`src/rtl/esaxi_wr_pkg.sv`:
```
// Shared AXI slave definitions: burst types, response codes and the
// write-channel FSM state encoding. Imported by esaxi_wr and emaxi.
package esaxi_wr_pkg;

  localparam logic [1:0] BURST_FIXED = 2'b00;
  localparam logic [1:0] BURST_INCR  = 2'b01;
  localparam logic [1:0] BURST_WRAP  = 2'b10;
  localparam logic [1:0] BURST_RSVD  = 2'b11;

  localparam logic [1:0] RESP_OKAY   = 2'b00;
  localparam logic [1:0] RESP_SLVERR = 2'b10;

  typedef enum logic [1:0] {
    ST_IDLE = 2'd0,
    ST_DATA = 2'd1,
    ST_RESP = 2'd2
  } state_e;

endpackage : esaxi_wr_pkg

```
`src/rtl/esaxi_wr_addr_gen.sv`:
```
// Burst address generator (combinational).
// Ports:
//   addr_i      current beat address (burst start address on beat 0)
//   size_i      log2 bytes per beat
//   burst_i     burst type
//   next_addr_o address of the following beat (truncated to AW bits)
//   illegal_o   burst type or size not supported by this slave
module esaxi_addr_gen
  import esaxi_wr_pkg::*;
#(
  parameter int unsigned AW = 32,
  parameter int unsigned DW = 64
) (
  input  logic [AW-1:0] addr_i,
  input  logic [2:0]    size_i,
  input  logic [1:0]    burst_i,
  output logic [AW-1:0] next_addr_o,
  output logic          illegal_o
);

  localparam int unsigned MAX_SIZE = $clog2(DW / 8);

  // INCR advances by the beat size; FIXED (and illegal types) hold the address
  always_comb begin
    next_addr_o = addr_i;
    if (burst_i == BURST_INCR) begin
      next_addr_o = addr_i + (AW'(1) << size_i);
    end
    illegal_o = (burst_i == BURST_WRAP) || (burst_i == BURST_RSVD) ||
                (32'(size_i) > MAX_SIZE);
  end

endmodule : esaxi_addr_gen

```
`src/rtl/esaxi.sv`:
```
// AXI slave write channel to simple memory write port.
// One burst in flight: AW captured in IDLE, beats written in DATA,
// single B response in RESP. Protocol violations turn the rest of the
// burst into dropped writes and an SLVERR response.
// Ports:
//   s_axi_aw*  write address channel (awready registered)
//   s_axi_w*   write data channel (wready = ~mem_wait while in DATA)
//   s_axi_b*   write response channel
//   mem_*      zero-latency memory write port, mem_wait stalls W
module esaxi_wr
  import esaxi_wr_pkg::*;
#(
  parameter int unsigned AW  = 32,
  parameter int unsigned DW  = 64,
  parameter int unsigned IDW = 12
) (
  input  logic              s_axi_aclk,
  input  logic              s_axi_aresetn,
  input  logic [IDW-1:0]    s_axi_awid,
  input  logic [AW-1:0]     s_axi_awaddr,
  input  logic [7:0]        s_axi_awlen,
  input  logic [2:0]        s_axi_awsize,
  input  logic [1:0]        s_axi_awburst,
  input  logic              s_axi_awvalid,
  output logic              s_axi_awready,
  input  logic [IDW-1:0]    s_axi_wid,
  input  logic [DW-1:0]     s_axi_wdata,
  input  logic [DW/8-1:0]   s_axi_wstrb,
  input  logic              s_axi_wlast,
  input  logic              s_axi_wvalid,
  output logic              s_axi_wready,
  output logic [IDW-1:0]    s_axi_bid,
  output logic [1:0]        s_axi_bresp,
  output logic              s_axi_bvalid,
  input  logic              s_axi_bready,
  output logic              mem_we,
  output logic [AW-1:0]     mem_addr,
  output logic [DW-1:0]     mem_wdata,
  output logic [DW/8-1:0]   mem_wstrb,
  input  logic              mem_wait
);

  state_e         state_q, state_d;
  logic           awready_q, awready_d;
  logic [IDW-1:0] id_q, id_d;
  logic [AW-1:0]  addr_q, addr_d;
  logic [7:0]     len_q, len_d;
  logic [7:0]     cnt_q, cnt_d;
  logic [2:0]     size_q, size_d;
  logic [1:0]     burst_q, burst_d;
  logic           err_q, err_d;

  logic [AW-1:0]  next_addr;
  logic           illegal;
  logic           last_beat;
  logic           beat_err;

  esaxi_addr_gen #(.AW(AW), .DW(DW)) u_addr_gen (
    .addr_i      (addr_q),
    .size_i      (size_q),
    .burst_i     (burst_q),
    .next_addr_o (next_addr),
    .illegal_o   (illegal)
  );

  // State and captured burst context
  always_ff @(posedge s_axi_aclk) begin
    if (!s_axi_aresetn) begin
      state_q   <= ST_IDLE;
      awready_q <= 1'b0;
      id_q      <= '0;
      addr_q    <= '0;
      len_q     <= '0;
      cnt_q     <= '0;
      size_q    <= '0;
      burst_q   <= '0;
      err_q     <= 1'b0;
    end else begin
      state_q   <= state_d;
      awready_q <= awready_d;
      id_q      <= id_d;
      addr_q    <= addr_d;
      len_q     <= len_d;
      cnt_q     <= cnt_d;
      size_q    <= size_d;
      burst_q   <= burst_d;
      err_q     <= err_d;
    end
  end

  // Next state, channel handshakes and memory strobe
  always_comb begin
    state_d      = state_q;
    id_d         = id_q;
    addr_d       = addr_q;
    len_d        = len_q;
    cnt_d        = cnt_q;
    size_d       = size_q;
    burst_d      = burst_q;
    err_d        = err_q;
    s_axi_wready = 1'b0;
    s_axi_bvalid = 1'b0;
    s_axi_bresp  = RESP_OKAY;
    mem_we       = 1'b0;

    last_beat = (cnt_q == len_q);
    // Current beat is bad if the burst is already bad or this beat breaks protocol
    beat_err  = err_q || illegal || (s_axi_wid != id_q) || (s_axi_wlast != last_beat);

    unique case (state_q)
      ST_IDLE: begin
        if (s_axi_awvalid && awready_q) begin
          id_d    = s_axi_awid;
          addr_d  = s_axi_awaddr;
          len_d   = s_axi_awlen;
          size_d  = s_axi_awsize;
          burst_d = s_axi_awburst;
          cnt_d   = 8'd0;
          err_d   = 1'b0;
          state_d = ST_DATA;
        end
      end
      ST_DATA: begin
        // Gated by reset so an abandoned burst never strobes memory
        s_axi_wready = ~mem_wait & s_axi_aresetn;
        if (s_axi_wvalid && s_axi_wready) begin
          mem_we = ~beat_err;
          err_d  = beat_err;
          addr_d = next_addr;
          if (last_beat) begin
            state_d = ST_RESP;
          end else begin
            cnt_d = cnt_q + 8'd1;
          end
        end
      end
      ST_RESP: begin
        s_axi_bvalid = s_axi_aresetn;
        s_axi_bresp  = err_q ? RESP_SLVERR : RESP_OKAY;
        if (s_axi_bready) begin
          state_d = ST_IDLE;
        end
      end
      default: state_d = ST_IDLE;
    endcase

    awready_d = (state_d == ST_IDLE);
  end

  assign s_axi_awready = awready_q;
  assign s_axi_bid     = id_q;
  assign mem_addr      = addr_q;
  assign mem_wdata     = s_axi_wdata;
  assign mem_wstrb     = s_axi_wstrb;

endmodule : esaxi_wr

```
`config.mk`:
```
export PLATFORM = sky130hd
export DESIGN_NAME = esaxi_wr
export DESIGN_NICKNAME = d
export VERILOG_FILES = /design/src/rtl/esaxi_wr_pkg.sv /design/src/rtl/esaxi_wr_addr_gen.sv /design/src/rtl/esaxi.sv
export SDC_FILE = /design/constraint.sdc
export NUM_CORES = 1
export LEC_CHECK = 0
export ABC_AREA = 1
export ABC_CLOCK_PERIOD_IN_PS = 2400
export CAP_MARGIN = 20
export CELL_PAD_IN_SITES_DETAIL_PLACEMENT = 0
export CELL_PAD_IN_SITES_GLOBAL_PLACEMENT = 2
export CORE_MARGIN = 3
export CORE_UTILIZATION = 20
export DETAILED_ROUTE_END_ITERATION = 10
export HOLD_SLACK_MARGIN = 0.08
export PLACE_DENSITY = 0.87
export SLEW_MARGIN = 20
export SYNTH_ARGS = -nofsm -noshare
export SYNTH_HDL_FRONTEND = slang
export SYNTH_SLANG_ARGS = --single-unit
```
`constraint.sdc`:
```
create_clock -name s_axi_aclk -period 2.4 [get_ports s_axi_aclk]
set_input_delay 0.48 -clock s_axi_aclk [delete_from_list [all_inputs] [get_ports s_axi_aclk]]
set_output_delay 0.48 -clock s_axi_aclk [all_outputs]
set_load 0.03 [all_outputs]
```
==> impl_results.md, run 1 <==
- Worst EP arrival: around 1800 ps
- Routed length per instance: about 14 µm
- Worst setup path startpoint: s_axi_wid[7]
- RSZ-0062 raised after global routing: yes
- Fin. Hold Viols: 0
- Final Max Tran Viols: 0
- Total power: around 3600 µW
- Worst setup SP type: input pin
- # clock sinks: 69
- Initial Util: 20.7%
- Post-synthesis sequential area ratio: between 20 and 30%
- Mapped Nets: between 900 and 1k
- Die area: roughly 27000 µm²
- GPL Wtd Cong: 0.802
- Top cells by count, synth: 185 x nand2_1, 115 x nor2_1, 75 x buf_4
- Via density: 4.16
- Post-synthesis cell type count: 42
- Hold buffers post-CTS: 0
- Port Buffers: roughly 120
- Synth area leaders: dfxtp_1 27%, nand2_1 14%, buf_4 11%, nor2_1 8.5%, nand3_1 4.7%
- Synth Register Bits: 69
- Share of post-route cells with drive strength above 1: 11.6%
- Post-synth EDFFs: 0
- Initial antenna violation count: 3
- Setup Crit Path Kind: input pin to output pin
- Max rail drop VDD: 303 µV
- CTS H-tree depth: 3
- Synth warn: 0
- DRT Pass-1 Iters: 4
- Syn_area_per_cell: 6.46 µm²
- First-pass GRT wire length: 26000 µm
- Fraction of registers with async set or reset after synthesis: 0%
- Crit. End Element: output pin
- Max Cap Viol: 0
- Vias: 4860
- Sw Pwr: 1170 µW
- Non-Filler Instances: 1168
- Worst-path fanout max: 2
- Fillers: 2801
- Remaining Overflow, GRT: 0
- Area growth from synthesis to layout: 27.8%
- WP data required: 1920 ps
- Int Pwr: roughly 2400 µW
- Minimum clock period: 2260 ps
- Die W: 166 µm
- Largest net degree at the start of global routing: 37
- CTS buffer count: 9
- Vias in the first global route: 4844
- Clock Pin Slew Worst Setup and Hold Paths: 60 ps
- Synth top area share: 27.1%
- Hold/Removal Path Class: register to register
- Leak: 0.00247 µW
- Routed wire length: about 16000 µm
- Worst Hold Launch: burst_q[1]
- CTS root buffer: clkbuf_16
- Area after DPL: between 6000 and 7000 µm²
- FP Rows: 57
- Place WS: -28.1 ps
- Later-pin clock latency in the skew report: 340 ps
- Most common cell in the synthesized netlist: nand2_1
- I/O Pins: 270
- Final WS setup: roughly 140 ps
- Total Routing Usage GR: a little under an eighth
- Drc violations: 0
- Die height: 166 µm
- Pwr/cell area: 552 nW/µm²
- Nets: 996
- Final period util: 94.3%
- Clk buf depth: 2
- CTS tree: yes
- Initial DRC count: 228
- Worst r2r src: size_q[0]
- Status: completed
- Post-DP HPWL: between 10000 and 15000 µm
- Core region area: 24700 µm²
- Synthesized area: 5100 µm²
- Sw frac: about a third
- Worst clock skew: 9.54 ps
- Post-synth top flop: dfxtp_1
- Comb power frac: 24.0%
- Fmax: 0.442 GHz
- Post-route ant nets: 0
- Syn Inst Count: roughly 790
- Design area: between 6000 and 7000 µm²
- Area leader, netlist: dfxtp_1
- Placed cell count: between 1k and 1.5k
- Sequential share of power: a little over a third
- Clock power share: 39.4%
- Final setup vio count: 0
state kept, by name, indices dropped and copies added, names as in the netlist:
signal / cells
len_q: 8
size_q: 3
s_axi_awready: 1
err_q: 1
state_q: 2
cnt_q: 8
burst_q: 2
s_axi_bid: 12
mem_addr: 32
cell usage in the layout (no fill, tap or decap), types with 9 or more instances in the layout:
| master | n |
|---|---|
| nand4_1 | 9 |
| nor2_1 | 115 |
| xor2_1 | 14 |
| buf_4 | 13 |
| dfxtp_1 | 66 |
| ha_1 | 9 |
| nor3_1 | 10 |
| clkbuf_16 | 9 |
| a21oi_1 | 44 |
| nand2_2 | 14 |
| o21ai_0 | 33 |
| inv_1 | 51 |
| nor3_2 | 12 |
| o21ai_1 | 17 |
| inv_2 | 12 |
| clkdlybuf4s50_1 | 120 |
| nand3_1 | 48 |
| xnor2_1 | 11 |
| nand2_1 | 184 |
power by group through the flow:
stage                     Clock (µW)  Combinational [µW]  Sequential, µW
after floorplan                    0                 630            1430
after global placement             0                 863            1340
after detailed placement           0                 866            1340
after CTS                       1460                 870            1320
after global routing            1510                 950            1330
final                           1420                 863            1320
critical path, stage by stage:
cell	delay [ps]
clkdlybuf4s50_1	470
xnor2_1	140
nand3_1	120
nor3_2	110
nand2_1	60
nor2_1	80
nand2_1	70
nor2_1	90
buf_4	170
final cells by class:
cell class,instances,area [µm²],share of cell area [%]
multi-input combinational,557,2820,43.3
sequential,69,1390,21.3
timing repair buffer,136,1350,20.7
tap,324,405,6.22
inverter,65,246,3.78
clock buffer,9,225,3.46
clock inverter,7,78.8,1.21
antenna,1,2.50,0.0384
routing by layer:
| metal | global-route usage [%] | share of wire (%) |
|---|---|---|
| met5 | 0 | 0.16 |
| met4 | 2.82 | 1.2 |
| met3 | 3.88 | 6.2 |
| met2 | 18.9 | 45 |
| met1 | 15.1 | 47 |
worst paths after layout:
path | end | slack, ps | cells past startpoint
setup reg to reg | mem_addr[20] | 210 | 13
hold reg to reg | burst_q[1] | 480 | 2
hold / removal | burst_q[1] | 480 | 2
setup / recovery | mem_we | 140 | 9
logic make-up after synthesis:
kind of cell	Yosys count	share of synthesized area, %
adder cells (fa/ha/maj)	10	2.60
AND/OR/NAND/NOR	413	36.0
AO/OA/AOI/OAI	108	11.6
buffers and inverters	163	18.3
other	1	0.0736
flip-flops	69	27.1
XOR/XNOR	25	4.30
metrics by stage:
step                      hold slack, ps  TNS, ps  util, %
after global routing                 519    -25.1     26.4
after CTS                            484        0     26.2
final                                481        0     26.4
after global placement               464    -26.5     24.9
after floorplan                      450        0        -
after detailed placement             475    -28.1     24.9
timing repair:
action | CTS | global route
endpoints found under the hold margin | 0 | 0
gates resized for setup | 2 | 13
buffers inserted | 0 | 1
endpoints found under the setup margin | 1 | 14
pin swaps | 2 | 5
Note: power is estimated with default switching activity, not from simulation.
==> inputs of run 2 (changes only) <==
CTS_CLUSTER_SIZE = 20   (was not set)
PLACE_DENSITY = 0.86   (was 0.87)
SYNTH_HIERARCHICAL = 1   (was not set)
==> run 2 against run 1 <==
Compared with the run above: synthesized area grew 5.4%; cell count grew 8.2%; clock power up 6%; global-route usage grew 0.29 points; clock-buffer cell count grew 1; wire length is 8.3% higher; die area rose by 5.2%; cell area increased by 5.2%; clock skew fell by 3.2 ps; sequential power increased by 3%; fmax about the same; hold slack lost 11 ps.
==> impl_results.md, run 2 <==
- FP Rows: 59
- Initial antenna violation count: 0
- Placed cell count: 1247
- Post-synthesis compound-gate area fraction: 13.3%
- Leak: ~0.0029 µW
- # clock sinks: 69
- Most frequent cells in the layout: 280 x nand2_1, 119 x clkdlybuf4s50_1, 88 x inv_1
- Nets: 1082
- M1 GR Usage: 16.5%
- Worst path cell trace: inv_2 -> buf_4 -> nand2_1 -> nor2_2 -> o21a_1 -> nand2_1 -> nor2_1 -> nand2_1 -> nor2_1 -> nand3_1 -> inv_1 -> buf_6
- Setup Crit Path Kind: register to output pin
- WP data required: about 1900 ps
- Crit. End Element: output pin
- Mux share of post-synthesis cell area: 0%
- Fmax: 0.442 GHz
- Max rail drop VDD: 289 µV
- Hold/Removal Path Class: register to register
- Via density: 4.28
- Status: completed
- Main combinational cell family by area after synthesis: simple AND/OR/NAND/NOR gates
- Core region area: 26200 µm²
- Die W: approximately 170 µm
- Max-slew headroom: 59.9%
- CP max-delay cell: dfxtp_4
- Mapped Nets: 1031
- Post-synthesis cell type count: 41
- Setup TNS: 0 ps
- Most used cell, CP: nand2_1
- Worst setup SP type: register
- Die area: 28900 µm²
- Worst EP arrival: 1780 ps
- Grt met3 use: under 10%
- Synth warn: 6
- Final period util: 94.2%
- Worst-path fanout max: 6
- Largest net degree at the start of global routing: 58
- Share of post-route cells with drive strength above 1: 9.26%
- CTS H-tree depth: 3
- Synth top area share: about 26%
- Synth area leaders: dfxtp_1 26%, nand2_1 20%, buf_4 11%, inv_1 6.2%, nor2_1 4.5%
- Bufs and invs on worst path: 4
- Routed wire length: 17500 µm
- Post-synth top flop: dfxtp_1
- Adder-cell share of the synthesized area: 2.47%
- CTS root buffer: clkbuf_16
- Fin Hold WS: 470 ps
- Clock Pin Slew Worst Setup and Hold Paths: 60 ps
- Post-DP HPWL: 13200 µm
- Fin. Hold Viols: 0
- Busiest grt layer: met2
- Worst clock skew: between 6 and 7 ps
- Post-route ant nets: 0
- Hold buffers post-CTS: 0
- Pwr/cell area: 564 nW/µm²
- Synth Register Bits: 69
- Later-pin clock latency in the skew report: 340 ps
- Routed length per instance: 13.9 µm
- Number of flip-flops under the largest register name: 32
- Syn_area_per_cell: 6.15 µm²
- CTS buffer count: 9
- Vias in the first global route: roughly 5k
- Clk buf depth: 2
- Vias: 5408
- Leading cell type in the layout, fill and taps excluded: nand2_1
- First-pass GRT wire length: 27700 µm
- CP delay by family, top: simple AND/OR/NAND/NOR gates
- Final setup vio count: 0
- Worst-margin pin slew: 601 ps
- I/O Pins: 270
- Initial Util: roughly a fifth
- DRT Pass-1 Iters: 5
- Total Routing Usage GR: 12.0%
- Area leader, netlist: dfxtp_1
- Final Max Tran Viols: 0
- Top cells by count, synth: 281 x nand2_1, 89 x inv_1, 79 x buf_4
- GPL Wtd Cong: 0.850
- CTS tree: yes
- Syn Inst Count: 873
- Drc violations: 0
- Synthesized area: 5370 µm²
- Most common cell in the synthesized netlist: nand2_1
- Post-synthesis sequential area ratio: 25.7%
- Remaining Overflow, GRT: 0
- Non-Filler Instances: 1264
- Synth Area in XOR/XNOR: 1.63%
- Area growth from synthesis to layout: 27.6%
- Diodes inserted: 0
- Port Buffers: 124
- Post-synth EDFFs: 0
- Initial DRC count: 317
- Minimum clock period: 2260 ps
- Fraction of registers with async set or reset after synthesis: 0%
- Simple logic cell fraction of the synthesized area: between 30% and 40%
- Met2 global-route usage: 18.9%
- Max Cap Viol: 0
- Die height: 170 µm
- Critical Path Max Stage Delay: 370 ps
==> run 2: cell count changes after synthesis, moves of 4 or more <==
cell	delta
a21oi_1	-17
a21oi_2	-5
a31oi_1	+30
buf_4	+4
inv_1	+36
inv_2	-5
nand2_1	+96
nand2_2	-6
nand3b_1	+8
nor2_1	-50
o21ai_1	+18
xor2_1	-12
==> run 2: final timing paths <==
kind                                endpoint  depth (start not counted)       from  slack (ps)
worst max-delay path                  mem_we                         12  size_q[2]         140
worst min-delay path                len_q[4]                          2   len_q[4]         470
worst max register to register  mem_addr[17]                         15  size_q[0]         210
worst min register to register      len_q[4]                          2   len_q[4]         470
==> run 2: report_power, final <==
part           leakage [µW]  internal (µW)  switching [µW]
Clock              0.000159            946             564
Sequential         0.000567           1240             121
Combinational       0.00218            429             565
==> run 2: area by class of cell <==
cell class	instances	area (µm²)
fillers	2933	19400
multi-input cells	607	2960
flip-flops and latches	69	1390
well taps	335	419
inverters	94	353
repair buffers	143	1400
clock buffers	10	239
clock inverters	6	93.8
==> run 2: repair_timing <==
item                                    4_1_cts  5_1_grt
resized for setup                             0       16
setup buffers                                 0        1
endpoints found under the setup margin        0       22
hold endpoints to repair                      0        0
==> run 2: per-layer routing <==
| layer | part of all wire [%] | vias up |
|---|---|---|
| li1 | - | 2823 |
| met1 | 49 | 2392 |
| met2 | 43 | 172 |
| met3 | 6.6 | 21 |
| met4 | 1.5 | 0 |
| met5 | 0 | - |
==> run 2: kinds of logic (layout without fill, tap and decap cells) <==
family	count (synthesis)	count (layout)
xor+xnor	10	10
simple gates	454	454
buf+inv	197	253
fa+ha+maj	10	10
compound gates	132	132
other cells	1	1
flops	69	69
==> run 2: tightest hold or removal path: cells and delay by family (launching register included) <==
kind / cells / cell delay, ps
flip-flops: 1 / 310
AO/OA/AOI/OAI: 1 / 50
buffers and inverters: 1 / 60
==> run 2: metrics by stage <==
step / total power (µW) / setup WS, ps / util (%) / area [µm²]
6_report: 3860 / 139 / 26.2 / 6860
5_1_grt: 4090 / -9.48 / 26.2 / 6860
4_1_cts: 3910 / 29.6 / 26.0 / 6800
3_5_place_dp: 2370 / 112 / 24.7 / 6470
3_3_place_gp: 2370 / 127 / 24.7 / 6470
2_1_floorplan: 2160 / 369 / - / 5370
